==> config.mk <==
export PLATFORM = sky130hd
export DESIGN_NAME = store_bin
export DESIGN_NICKNAME = d
export VERILOG_FILES = /design/src/rtl/bin_pkg.sv /design/src/rtl/gather_from_8_datas.sv /design/src/rtl/store_bin.sv
export SDC_FILE = /design/constraint.sdc
export NUM_CORES = 1
export LEC_CHECK = 0
export ABC_AREA = 1
export BUFFER_PORTS_ARGS = -buffer_cell sky130_fd_sc_hd__buf_2
export CORE_MARGIN = 2
export CORE_UTILIZATION = 40
export DETAILED_ROUTE_END_ITERATION = 12
export SYNTH_ARGS = -nofsm -noshare
export SYNTH_HDL_FRONTEND = slang
export SYNTH_SLANG_ARGS = --single-unit
==> constraint.sdc <==
create_clock -name clk -period 2.09 [get_ports clk]
set_clock_uncertainty 0.1 [all_clocks]
set_input_delay 0.209 -clock clk [delete_from_list [all_inputs] [get_ports clk]]
set_output_delay 0.209 -clock clk [all_outputs]
set_load 0.01 [all_outputs]
==> src/rtl/bin_pkg.sv <==
// rtl/bin_pkg.sv - state encoding and default widths shared by the bin loader and store engine
package bin_pkg;

    localparam int DEF_NUM_VARS_A_BIN         = 8;
    localparam int DEF_NUM_LVLS_A_BIN         = 8;
    localparam int DEF_WIDTH_VAR              = 12;
    localparam int DEF_WIDTH_LVL              = 16;
    localparam int DEF_WIDTH_BIN_ID           = 10;
    localparam int DEF_WIDTH_VAR_STATES       = 19;
    localparam int DEF_WIDTH_LVL_STATES       = 11;
    localparam int DEF_ADDR_WIDTH_VAR         = 9;
    localparam int DEF_ADDR_WIDTH_VARS_STATES = 9;
    localparam int DEF_ADDR_WIDTH_LVLS_STATES = 9;

    typedef enum logic [1:0] {
        IDLE     = 2'd0,
        STORE_VS = 2'd1,
        STORE_LS = 2'd2,
        DONE     = 2'd3
    } store_state_t;

endpackage

==> src/rtl/gather_from_8_datas.sv <==
// rtl/gather_from_8_datas.sv - select one WIDTH-bit word out of a packed 8-word vector
module gather_from_8_datas #(
    parameter int WIDTH = 8
) (
    input  logic [8*WIDTH-1:0] i_datas,
    input  logic [2:0]         i_idx,
    output logic [WIDTH-1:0]   o_data
);

    logic [WIDTH-1:0] w_words [8];

    genvar g;
    generate
        for (g = 0; g < 8; g++) begin : g_split
            assign w_words[g] = i_datas[g*WIDTH +: WIDTH];
        end
    endgenerate

    assign o_data = w_words[i_idx];

endmodule

==> src/rtl/store_bin.sv <==
// rtl/store_bin.sv - write one bin's var and lvl states back to shared BRAM
module store_bin
    import bin_pkg::*;
#(
    parameter int NUM_VARS_A_BIN         = DEF_NUM_VARS_A_BIN,
    parameter int NUM_LVLS_A_BIN         = DEF_NUM_LVLS_A_BIN,
    parameter int WIDTH_VAR              = DEF_WIDTH_VAR,
    parameter int WIDTH_LVL              = DEF_WIDTH_LVL,
    parameter int WIDTH_BIN_ID           = DEF_WIDTH_BIN_ID,
    parameter int WIDTH_VAR_STATES       = DEF_WIDTH_VAR_STATES,
    parameter int WIDTH_LVL_STATES       = DEF_WIDTH_LVL_STATES,
    parameter int ADDR_WIDTH_VAR         = DEF_ADDR_WIDTH_VAR,
    parameter int ADDR_WIDTH_VARS_STATES = DEF_ADDR_WIDTH_VARS_STATES,
    parameter int ADDR_WIDTH_LVLS_STATES = DEF_ADDR_WIDTH_LVLS_STATES
) (
    input  logic                                         clk,
    input  logic                                         rst,
    input  logic                                         start_store,
    input  logic [WIDTH_BIN_ID-1:0]                      bin_num_i,
    input  logic [WIDTH_LVL-1:0]                         base_lvl_i,
    input  logic [WIDTH_VAR_STATES*NUM_VARS_A_BIN-1:0]   vars_states_i,
    input  logic [WIDTH_LVL_STATES*NUM_LVLS_A_BIN-1:0]   lvl_states_i,
    output logic                                         apply_store_o,
    output logic                                         done_store,
    output logic [ADDR_WIDTH_VAR-1:0]                    ram_addr_v_o,
    input  logic [WIDTH_VAR-1:0]                         ram_data_v_i,
    output logic                                         ram_we_vs_o,
    output logic [ADDR_WIDTH_VARS_STATES-1:0]            ram_addr_vs_o,
    output logic [WIDTH_VAR_STATES-1:0]                  ram_data_vs_o,
    output logic                                         ram_we_ls_o,
    output logic [ADDR_WIDTH_LVLS_STATES-1:0]            ram_addr_ls_o,
    output logic [WIDTH_LVL_STATES-1:0]                  ram_data_ls_o
);

    localparam int VCNT_W = $clog2(NUM_VARS_A_BIN + 1);
    localparam int LCNT_W = $clog2(NUM_LVLS_A_BIN);
    localparam logic [VCNT_W-1:0] VCNT_END  = VCNT_W'(NUM_VARS_A_BIN);
    localparam logic [LCNT_W-1:0] LCNT_LAST = LCNT_W'(NUM_LVLS_A_BIN - 1);

    store_state_t                                r_state;
    logic [VCNT_W-1:0]                           r_vcnt;
    logic [LCNT_W-1:0]                           r_lcnt;
    logic                                        r_rd_valid;
    logic [2:0]                                  r_rd_idx;
    logic [ADDR_WIDTH_VAR-1:0]                   r_vbase;
    logic [WIDTH_LVL-1:0]                        r_lbase;
    logic [WIDTH_VAR_STATES*NUM_VARS_A_BIN-1:0]  r_vs_snap;
    logic [WIDTH_LVL_STATES*NUM_LVLS_A_BIN-1:0]  r_ls_snap;

    logic                                        w_vs_issue;
    logic                                        w_ls_active;
    logic [WIDTH_VAR_STATES-1:0]                 w_vs_word;
    logic [WIDTH_LVL_STATES-1:0]                 w_ls_word;

    assign w_vs_issue  = (r_state == STORE_VS) && (r_vcnt != VCNT_END);
    assign w_ls_active = (r_state == STORE_LS);

    always_ff @(posedge clk) begin
        if (!rst) begin
            r_state    <= IDLE;
            r_vcnt     <= '0;
            r_lcnt     <= '0;
            r_rd_valid <= 1'b0;
            r_rd_idx   <= '0;
            r_vbase    <= '0;
            r_lbase    <= '0;
            r_vs_snap  <= '0;
            r_ls_snap  <= '0;
        end else begin
            // The read pipe tracks which slot's var id comes back next cycle.
            r_rd_valid <= w_vs_issue;
            r_rd_idx   <= 3'(r_vcnt);
            case (r_state)
                IDLE: begin
                    r_vcnt <= '0;
                    r_lcnt <= '0;
                    if (start_store) begin
                        r_vbase   <= ADDR_WIDTH_VAR'(bin_num_i * NUM_VARS_A_BIN);
                        r_lbase   <= base_lvl_i;
                        r_vs_snap <= vars_states_i;
                        r_ls_snap <= lvl_states_i;
                        r_state   <= STORE_VS;
                    end
                end
                STORE_VS: begin
                    if (r_vcnt != VCNT_END) begin
                        r_vcnt <= r_vcnt + 1'b1;
                    end else begin
                        r_lcnt  <= '0;
                        r_state <= STORE_LS;
                    end
                end
                STORE_LS: begin
                    r_lcnt <= r_lcnt + 1'b1;
                    if (r_lcnt == LCNT_LAST) begin
                        r_state <= DONE;
                    end
                end
                DONE: begin
                    r_state <= IDLE;
                end
                default: r_state <= IDLE;
            endcase
        end
    end

    gather_from_8_datas #(.WIDTH(WIDTH_VAR_STATES)) u_gather_vs (
        .i_datas (r_vs_snap),
        .i_idx   (r_rd_idx),
        .o_data  (w_vs_word)
    );

    gather_from_8_datas #(.WIDTH(WIDTH_LVL_STATES)) u_gather_ls (
        .i_datas (r_ls_snap),
        .i_idx   (3'(r_lcnt)),
        .o_data  (w_ls_word)
    );

    assign apply_store_o = (r_state != IDLE);
    assign done_store    = (r_state == DONE);

    assign ram_addr_v_o  = w_vs_issue ? (r_vbase + ADDR_WIDTH_VAR'(r_vcnt)) : '0;

    // Var id 0 is an empty slot and must never reach the vars-states RAM.
    assign ram_we_vs_o   = r_rd_valid && (ram_data_v_i != '0);
    assign ram_addr_vs_o = r_rd_valid ? ADDR_WIDTH_VARS_STATES'(ram_data_v_i) : '0;
    assign ram_data_vs_o = r_rd_valid ? w_vs_word : '0;

    assign ram_we_ls_o   = w_ls_active;
    assign ram_addr_ls_o = w_ls_active ? ADDR_WIDTH_LVLS_STATES'(r_lbase + WIDTH_LVL'(r_lcnt)) : '0;
    assign ram_data_ls_o = w_ls_active ? w_ls_word : '0;

endmodule

* Yosys cells after proc, flatten, opt, wreduce, memory -nomap -nowiden
Cells that the tools add are included.
** Word-level totals
- Register bits after elaboration :: 268
- Input port bits :: 281
** Operators by class
- Bitwise logic cells :: 2
- $lt $le $gt $ge :: 2
- Eq/ne operators :: 9
- Reductions and logical operators :: 11
- Add/subtract/negate cells :: 4
- Multiplexer cells :: 19
** Operators with widths (count)
- $bmux 19 s3 :: 1
- $mux 19 :: 3
- $bmux 11 s3 :: 1
- $mux 11 :: 3
- $mux 9 :: 3
- $reduce_bool 12->1 :: 1
- $add 9x3->9 :: 1
- $add 9x4->9 :: 1
- $pmux 3 s3 :: 1
- $ge 4x4->1 const B :: 2
- $not 3->4 :: 2
- $pmux 2 s4 :: 1
- $pmux 4 s2 :: 1
- $mux 2 :: 3
- $reduce_and 2->1 :: 3
- $add 4x1->4 const B :: 1
- $eq 2x2->1 const B :: 2
- $mux 4 :: 1
- $ne 2x1->1 const B :: 2
- $ne 2x2->1 const B :: 2
- $ne 4x4->1 const B :: 1
- $reduce_bool 2->1 :: 2
- $add 3x1->3 const B :: 1
- $eq 3x3->1 const B :: 1
- 6 further kinds :: 7

* Depth between registers and ports, before layout
Gate-level depths: netlist of the first run.
- Depth after elaboration :: 5
- Mapped depth :: 10
- Gate-level depth less buffers :: 10

* Cells and area by module
A second synthesis of the first run with hierarchy kept.
** Unflattened totals
- Cells, all modules :: 2155
- Area total of the unflattened synthesis :: 13360.3 um^2
** By module, submodules not included
- store_bin :: times used 1, area an instance 10074.7 um^2, seq. area each 5365.1 um^2, cells an instance 1356
- gather_from_8_datas (u_gather_vs) :: times used 1, area an instance 2070.7 um^2, seq. area each 0.0 um^2, cells an instance 506
- gather_from_8_datas (u_gather_ls) :: times used 1, area an instance 1214.9 um^2, seq. area each 0.0 um^2, cells an instance 293

* Worst setup path after synthesis of the first run
OpenSTA, ideal clock, no wires.
- Path kind :: reg2out
- Start point :: register r_lcnt[0]
- End point :: output port ram_addr_ls_o[4]
- Slack :: 0.361 ns
- Required time :: 1.781 ns
- Cell stages (with the launch flop) :: 8
- Data arrival time :: 1.420 ns
- Cells stage by stage :: dfxtp_1 -> ha_1 -> fa_1 -> nand2_1 -> nand2_1 -> nand2_1 -> o21ai_0 -> a21oi_1
** On the way
- Word-level cells in the longest chain between the ends :: 2
** RTL lines
- from (decl) :: line store_bin.sv:42 : logic [LCNT_W-1:0] r_lcnt;
- from (signal assigned) :: line store_bin.sv:94 : r_lcnt <= r_lcnt + 1'b1;
- $add 9x3->9 :: line store_bin.sv:130 : assign ram_addr_ls_o = w_ls_active ? ADDR_WIDTH_LVLS_STATES'(r_lbase + WIDTH_LVL'(r_lcnt)) : '0;
- $mux 9 :: line store_bin.sv:130
- to (decl) :: line store_bin.sv:31 : output logic [ADDR_WIDTH_LVLS_STATES-1:0] ram_addr_ls_o,
No other way between the ends.

* Worst setup path in the final report of the first run
- Start point :: register r_lcnt[0]
- End point :: output port ram_addr_ls_o[8]
The elaborated chain is that of the path after synthesis.

==> results of run 1 <==
[layer usage]
layer,share of wire,up-vias,wire (um),global-route usage
li1,-,7230,-,-
met1,0.40,6701,19800,0.340
met2,0.48,614,23300,0.457
met3,0.069,190,3380,0.0415
met4,0.051,0,2480,0.123
met5,0,-,0,0
[timing repair]
item                                    4_1_cts  5_1_grt
endpoints found under the setup margin       47       50
resized for setup                            87      224
hold endpoints to repair                    262        0
pin swaps                                    38      102
buffers inserted                             20       14
hold buffers                                256        0
cloned                                        9       12
[synth_stat cells]
master      n
clkbuf_1   53
nor2_1    473
buf_1       3
dfxtp_1   268
a21oi_1   166
or2_2       1
o21bai_1    1
xnor2_1     1
inv_2       4
o21ai_1    15
o21ai_0   245
o21a_1      1
a31oi_1     1
fa_1        1
buf_2      47
ha_1       14
nand2_2     2
buf_4      11
nand3_1    74
inv_1     190
buf_6      21
nand4_1     4
o22ai_1     1
nand2_1   345
nor3_1      1
[area by class of cell]
| type | count | share of cell area |
|---|---|---|
| inverter | 194 | 0.0377 |
| multi-input combinational | 1348 | 0.339 |
| clock inverter | 7 | 0.00442 |
| antenna | 2 | 0.000252 |
| tap | 402 | 0.0254 |
| timing repair buffer | 670 | 0.278 |
| sequential | 268 | 0.272 |
| timing repair inverter | 1 | 0.000379 |
| clock buffer | 44 | 0.0436 |
[registers in the layout (all words and copies together), names as in the netlist]
signal / count
r_lcnt: 3
r_vbase: 6
r_vs_snap: 152
r_rd_idx: 3
r_lbase: 9
r_vcnt: 4
r_rd_valid: 1
r_ls_snap: 88
r_state: 2
[through the flow]
stage                     cell area [um^2]  setup slack, ns  setup TNS [ns]  total power [uW]
after floorplan                      12700            0.361               0             12200
after global placement               14600            0.188               0             13900
after detailed placement             14600            0.185               0             14100
after CTS                            18700           -0.221           -5.61             20600
after global routing                 19800           -0.329           -8.77             23300
final                                19800           -0.222           -5.43             21800
[worst min path at each step]
stage	from	end	slack [ns]	cells past startpoint
after detailed placement	r_ls_snap[56]	r_ls_snap[56]	0.34	2
after global placement	r_vs_snap[23]	r_vs_snap[23]	0.34	2
after global routing	start_store	r_ls_snap[42]	0.12	3
after floorplan	vars_states_i[88]	r_vs_snap[88]	0.27	2
final	start_store	r_vbase[7]	0.12	3
after CTS	start_store	r_state[1]	0.04	7
[worst min-delay path: stages]
cell and delay (ns):
buf_2 0.17, nand2_4 0.24, a21oi_1 0.10
[placed cells by master, fill, tap and decap left out, types with 2 or more instances in the layout]
master and count:
buf_6 20, buf_12 21, buf_4 29, nand2_2 48, a21oi_2 3, nand3_1 26
dfxtp_4 5, clkbuf_16 39, inv_2 4, nand3_4 4, nor2_2 53, ha_1 6
diode_2 2, clkinv_2 4, nor2_1 408, clkbuf_8 4, buf_8 6, a21oi_1 163
o21ai_1 16, o21ai_0 240, buf_2 324, clkinvlp_4 4, inv_1 184, nand3_2 44
dfxtp_1 257, bufinv_16 2, clkbuf_1 9, nor2_4 12, dfxtp_2 6, o21ai_2 4
nand2_4 15, ha_4 6, nand2_1 285, buf_16 6, dlygate4sd3_1 256, nand4_1 4
inv_4 3, ha_2 2
[power by group]
group	switching, uW	total (uW)	internal (uW)
registers	629	7130	6500
logic	5660	9500	3840
clock network	2130	5200	3080
[logic make-up (layout without fill, tap and decap cells)]
logic type	after synthesis	after routing	share of synthesized area
adder cells (fa/ha/maj)	15	15	0.0154
XOR/XNOR	1	1	0.000689
AO/OA/AOI/OAI	430	430	0.170
AND/OR/NAND/NOR	900	902	0.275
flip-flops	268	268	0.422
other	0	2	0
buffers and inverters	329	916	0.117
==> qor.yml, run 1 <==
flow_run:
  drv_cap: 0
timing:
  worstMarginPinSlew_ns: 0.405
  slew_headroom: 0.730
  grt_setup_unrepaired: "yes"
  period_share: 1.11
  drv_slew: 0
  hold_viol: 0
  layout_min_cycle_time_ns: 2.31
  setup_ws_ns: -0.222
  setup_viol: 38
  fin_hold_ws_ns: 0.118
  fmax_ghz: 0.433
power_and_ir_drop:
  p_leak_uw: 0.00870
  ir_drop_uv: 732
  powerDensity_nw_per_um2: 1100
synth:
  synth_cells: 1943
  synth_seq_cells: 268
  syn_area_um2: 12700
  synth_top_area_cell: "dfxtp_1"
  syn_avg_cell_area_um2: 6.54
  yosys_warnings: 0
  yosysTopAreaCellShare: 0.422
  synth.area.top_cells: "dfxtp_1 42%, nor2_1 14%, nand2_1 10%"
  yosysSeqAreaShare: 0.422
  syn_nets: 2239
  synth_cell_types: 25
worst_setup_path:
  critPathKind: "reg2out"
  critPathMaxStageDelay_ns: 0.36
  critical_path_required_ns: 1.78
  worstReg2RegEnd: "r_vs_snap[114]"
  endpoint: "ram_addr_ls_o[8]"
  cp_cell_sequence: "ha_4 > fa_2 > nand2_2 > nand2_4 > nand4_1 > nand2_1 > nor2_1 > buf_2"
  cp.depth: 8
  crit_fanout: 4
  startpoint_type: "register"
  regToRegSetupSlack_ns: 0.15
  slowest_stage: "dfxtp_4"
  path_buf_inv: 1
  reg2regPathDepth: 6
  cp.arrival_ns: 2.00
  crit_family: "adder cells"
  reg2reg_from: "r_state[0]"
  endpoint_kind: "output port"
  startpoint: "r_lcnt[0]"
floorplanning:
  die_area_um2: 33200
  floorplan.initialDensity: 0.405
  dieHeight_um: 182
  core.rowCount: 65
  pin_count: 342
  core_area_um2: 31400
  chipWidth_um: 182
global_route:
  grt_pass1_wl_um: 72200
  grtUsageTotal: 0.270
  overflow: 0
  grt_pass1_vias: 14000
  grt_max_degree: 71
  antenna_found_initial: 1
route:
  drtIter0Drc: 1082
  drt.antenna.violating_nets: 0
  totalWireLength_um: 48900
  vias: 14700
  first_pass_iters: 5
  drc: 0
  wl_per_cell_um: 16.7
  viasPerCell: 5.02
run_status:
  status: "complete, but fails checks"
  violations: "negative setup slack"
place:
  hpwl_um: 28200
  dpl.cell_count: 2574
  place.gp.congestion: 0.926
  port_buffers: 330
cts:
  htree_num_levels: 1
  clock_latency_ns: 0.55
  ctsRootBufferMaster: "clkbuf_16"
  cts.reportedPaths.clkPinSlew_ns: 0.06
  tritoncts: "done"
  clock-sinks: 268
  clk_path_buf_depth: 3
  cts_made_buffers: 30
final_layout:
  fin_cells: 2936
  syn2layout_area_growth_pct: 56.0
  nNetsFinal: 2809
  regArea_um2: 5390
  multi_input_area_um2: 6720
  nFillCells: 2719
  finish.utilization: 0.632
  drive_gt1_frac: 0.266
worst_hold_path:
  holdCritPathClass: "in2reg"
No activity file was read; power rests on OpenSTA's default activity.
==> run 2, diff against run 1 <==
--- a/config.mk
+++ b/config.mk
@@ -10,6 +10,7 @@
 export CORE_MARGIN = 2
 export CORE_UTILIZATION = 40
 export DETAILED_ROUTE_END_ITERATION = 12
+export GPL_TIMING_DRIVEN = 0
 export SYNTH_ARGS = -nofsm -noshare
 export SYNTH_HDL_FRONTEND = slang
 export SYNTH_SLANG_ARGS = --single-unit
==> run 2 against run 1 <==
Compared with the run above: the run still ends with negative setup slack left; first-iteration DRC count fell by 4.8%; total power grew 0.41%; non-clock buffer count grew 75; flip-flop and latch count did not move; worst setup slack got worse by 0.029 ns; critical path depth increased by 2; count of clock-buffer cells in the layout fell by 2; cell count increased by 2.5%; sequential share of layout area decreased by 0.22 points; worst hold slack lost 0.086 ns; critical endpoint is now ram_data_vs_o[9]; largest power group unchanged.
==> qor.yml, run 2 (synthesized netlist as in run 1, its figures left out) <==
global_route:
  gr-usage-met1: 0.361  # +0.0212
  grtUsageTotal: 0.292  # +0.0218
  grt_pass1_wl_um: 75800  # +4.9%
  grt_pass1_vias: 14400  # +3.1%
  grt_max_degree: 15  # -79%
  grtUsageMet3: 0.0411  # -0.000399
  overflow: 0  # unchanged
  busiest_layer: "met2"
  antenna_found_initial: 5  # +4
  grtUsageMet2: 0.501  # +0.0441
flow_run:
  drv_cap: 0  # unchanged
cts:
  clock-sinks: 268  # unchanged
  cts_made_buffers: 30  # unchanged
  htree_num_levels: 1  # unchanged
  tritoncts: "done"
  clock_latency_ns: 0.55  # about the same
  ctsRootBufferMaster: "clkbuf_16"
  clk_path_buf_depth: 3  # unchanged
  cts.reportedPaths.clkPinSlew_ns: 0.06  # about the same
final_layout:
  mostFrequentLayoutCells: "407 x nor2_1, 349 x buf_2, 265 x nand2_1, 256 x dlygate4sd3_1, 255 x dfxtp_1"
  drive_gt1_frac: 0.274  # +0.00773
  top_regs: "r_vs_snap (152), r_ls_snap (88), r_lbase (9)"
  top_register: "r_vs_snap"
  finish.utilization: 0.637  # +0.00566
  fin_cells: 3010  # +2.5%
  nNetsFinal: 2881  # +2.6%
  final_common_cell: "nor2_1"
  syn2layout_area_growth_pct: 57.4
  largest_reg_flops: 152  # unchanged
  nFillCells: 2837  # +4.3%
route:
  drt.antenna.violating_nets: 0  # unchanged
  drc: 0  # unchanged
  viasPerCell: 4.94  # -1.5%
  first_pass_iters: 5  # unchanged
  wl_per_cell_um: 17.0  # +2.3%
  vias: 14900  # +0.98%
  drtIter0Drc: 1030  # -4.8%
  totalWireLength_um: 51300  # +4.8%
floorplanning:
  pin_count: 342  # unchanged
  floorplan.initialDensity: 0.405  # unchanged
  core.rowCount: 65  # unchanged
  dieHeight_um: 182  # unchanged
  core_area_um2: 31400  # unchanged
  die_area_um2: 33200  # unchanged
  chipWidth_um: 182  # unchanged
power_and_ir_drop:
  power.total_uw: 21900  # +0.41%
  ir_drop_uv: 749  # +2.3%
  powerDensity_nw_per_um2: 1100  # -0.48%
  p_leak_uw: 0.00888  # +2.0%
timing:
  fin_hold_ws_ns: 0.0321  # -0.0856 ns
  grt_setup_unrepaired: "yes"
  worstMarginPinSlew_ns: 0.710  # +0.305 ns
  slew_headroom: 0.527  # -0.203
  layout_min_cycle_time_ns: 2.34  # +0.0289 ns
  period_share: 1.12  # +0.0138
  hold_viol: 0  # unchanged
  setup_viol: 38  # unchanged
  setup_ws_ns: -0.251  # -0.0289 ns
  drv_slew: 0  # unchanged
  fmax_ghz: 0.427  # -1.2%
worst_hold_path:
  holdCritPathClass: "in2reg"
  min-delay-start: "start_store"
  worstHoldPathCells: 7  # +4
  worstHoldEndpoint: "r_state[1]"
worst_setup_path:
  crit_fanout: 6  # +2
  reg2reg_from: "r_state[1]"
  endpoint_kind: "output port"
  worstReg2RegEnd: "r_ls_snap[44]"
  critical_path_required_ns: 1.78  # about the same
  regToRegSetupSlack_ns: 0.09  # -0.06 ns
  cp.arrival_ns: 2.03  # +0.03 ns
  startpoint_type: "register"
  critPathKind: "reg2out"
  reg2regPathDepth: 7  # +1
run_status:
  status: "complete, but fails checks"
  violations: "negative setup slack"
place:
  pre_cts_ws_ns: -0.0245  # -0.210 ns
  dpl.cell_count: 2674  # +3.9%
  place.gp.congestion: 0.904  # -2.4%
  port_buffers: 329  # -0.30%
  hpwl_um: 35500  # +26%
[run 2: cell count changes in the layout (fill, tap and decap cells not counted), moves of 15 or more]
cell      delta
buf_2       +25
nand3_1     +16
nand2_1     -20
clkbuf_2    +15
clkbuf_1    +34
buf_6       +15
[run 2: per-stage QoR]
stage	TNS (ns)	instance area, um^2
3_5_place_dp	-0.0245	14900
3_3_place_gp	-0.0193	14900
5_1_grt	-9.01	20000
4_1_cts	-6.37	19000
2_1_floorplan	0	12700
6_report	-6.07	20000
[run 2: area by class of cell]
| cell class | instances | area (um^2) | share of cell area |
|---|---|---|---|
| Antenna cell | 5 | 12.5 | 0.000625 |
| Clock buffer | 42 | 847 | 0.0423 |
| Timing Repair Buffer | 610 | 4670 | 0.233 |
| Tap cell | 402 | 503 | 0.0251 |
| Multi-Input combinational cell | 1346 | 6670 | 0.333 |
| Clock inverter | 8 | 118 | 0.00588 |
| Sequential cell | 268 | 5400 | 0.270 |
| Inverter | 194 | 736 | 0.0368 |
| Buffer | 135 | 1050 | 0.0527 |
[run 2: how the worst max path moves through the flow]
stage / from / endpoint / slack (ns) / cells after the start
detailed placement: r_lcnt[1] / ram_data_ls_o[9] / -0.02 / 7
global route: r_lcnt[0] / ram_addr_ls_o[6] / -0.31 / 9
global placement: r_lcnt[1] / ram_data_ls_o[9] / -0.02 / 7
finish: r_rd_idx[0] / ram_data_vs_o[9] / -0.25 / 10
floorplan: r_lcnt[0] / ram_addr_ls_o[4] / 0.36 / 7
CTS: r_lcnt[0] / ram_addr_ls_o[6] / -0.25 / 9
[run 2: power by group]
group	internal, uW	switching, uW	total (uW)
logic	3730	5750	9480
registers	6510	644	7150
clock network	3160	2130	5290
[run 2: layer usage]
metal,vias to the layer above,wire length (um)
li1,7373,-
met5,-,0
met3,176,2990
met4,0,2850
met1,6759,21500
met2,572,23900
[run 2: critical path: stages (launching register included)]
cell and delay, ns:
dfxtp_4 0.38, buf_12 0.15, buf_12 0.12, buf_12 0.12, nor2_1 0.04, nor2_1 0.12, nand2_1 0.11, nand2_4 0.08
nor2_2 0.05, nor2_2 0.16, buf_2 0.15
[run 2: repair_timing]
| action | 4_1_cts | 5_1_grt |
|---|---|---|
| setup buffers | 9 | 4 |
| hold buffers | 256 | 0 |
| gates resized for setup | 170 | 212 |
| endpoints found under the setup margin | 58 | 149 |
| pin swaps | 26 | 75 |
| gates cloned | 0 | 12 |
| hold endpoints to repair | 255 | 0 |
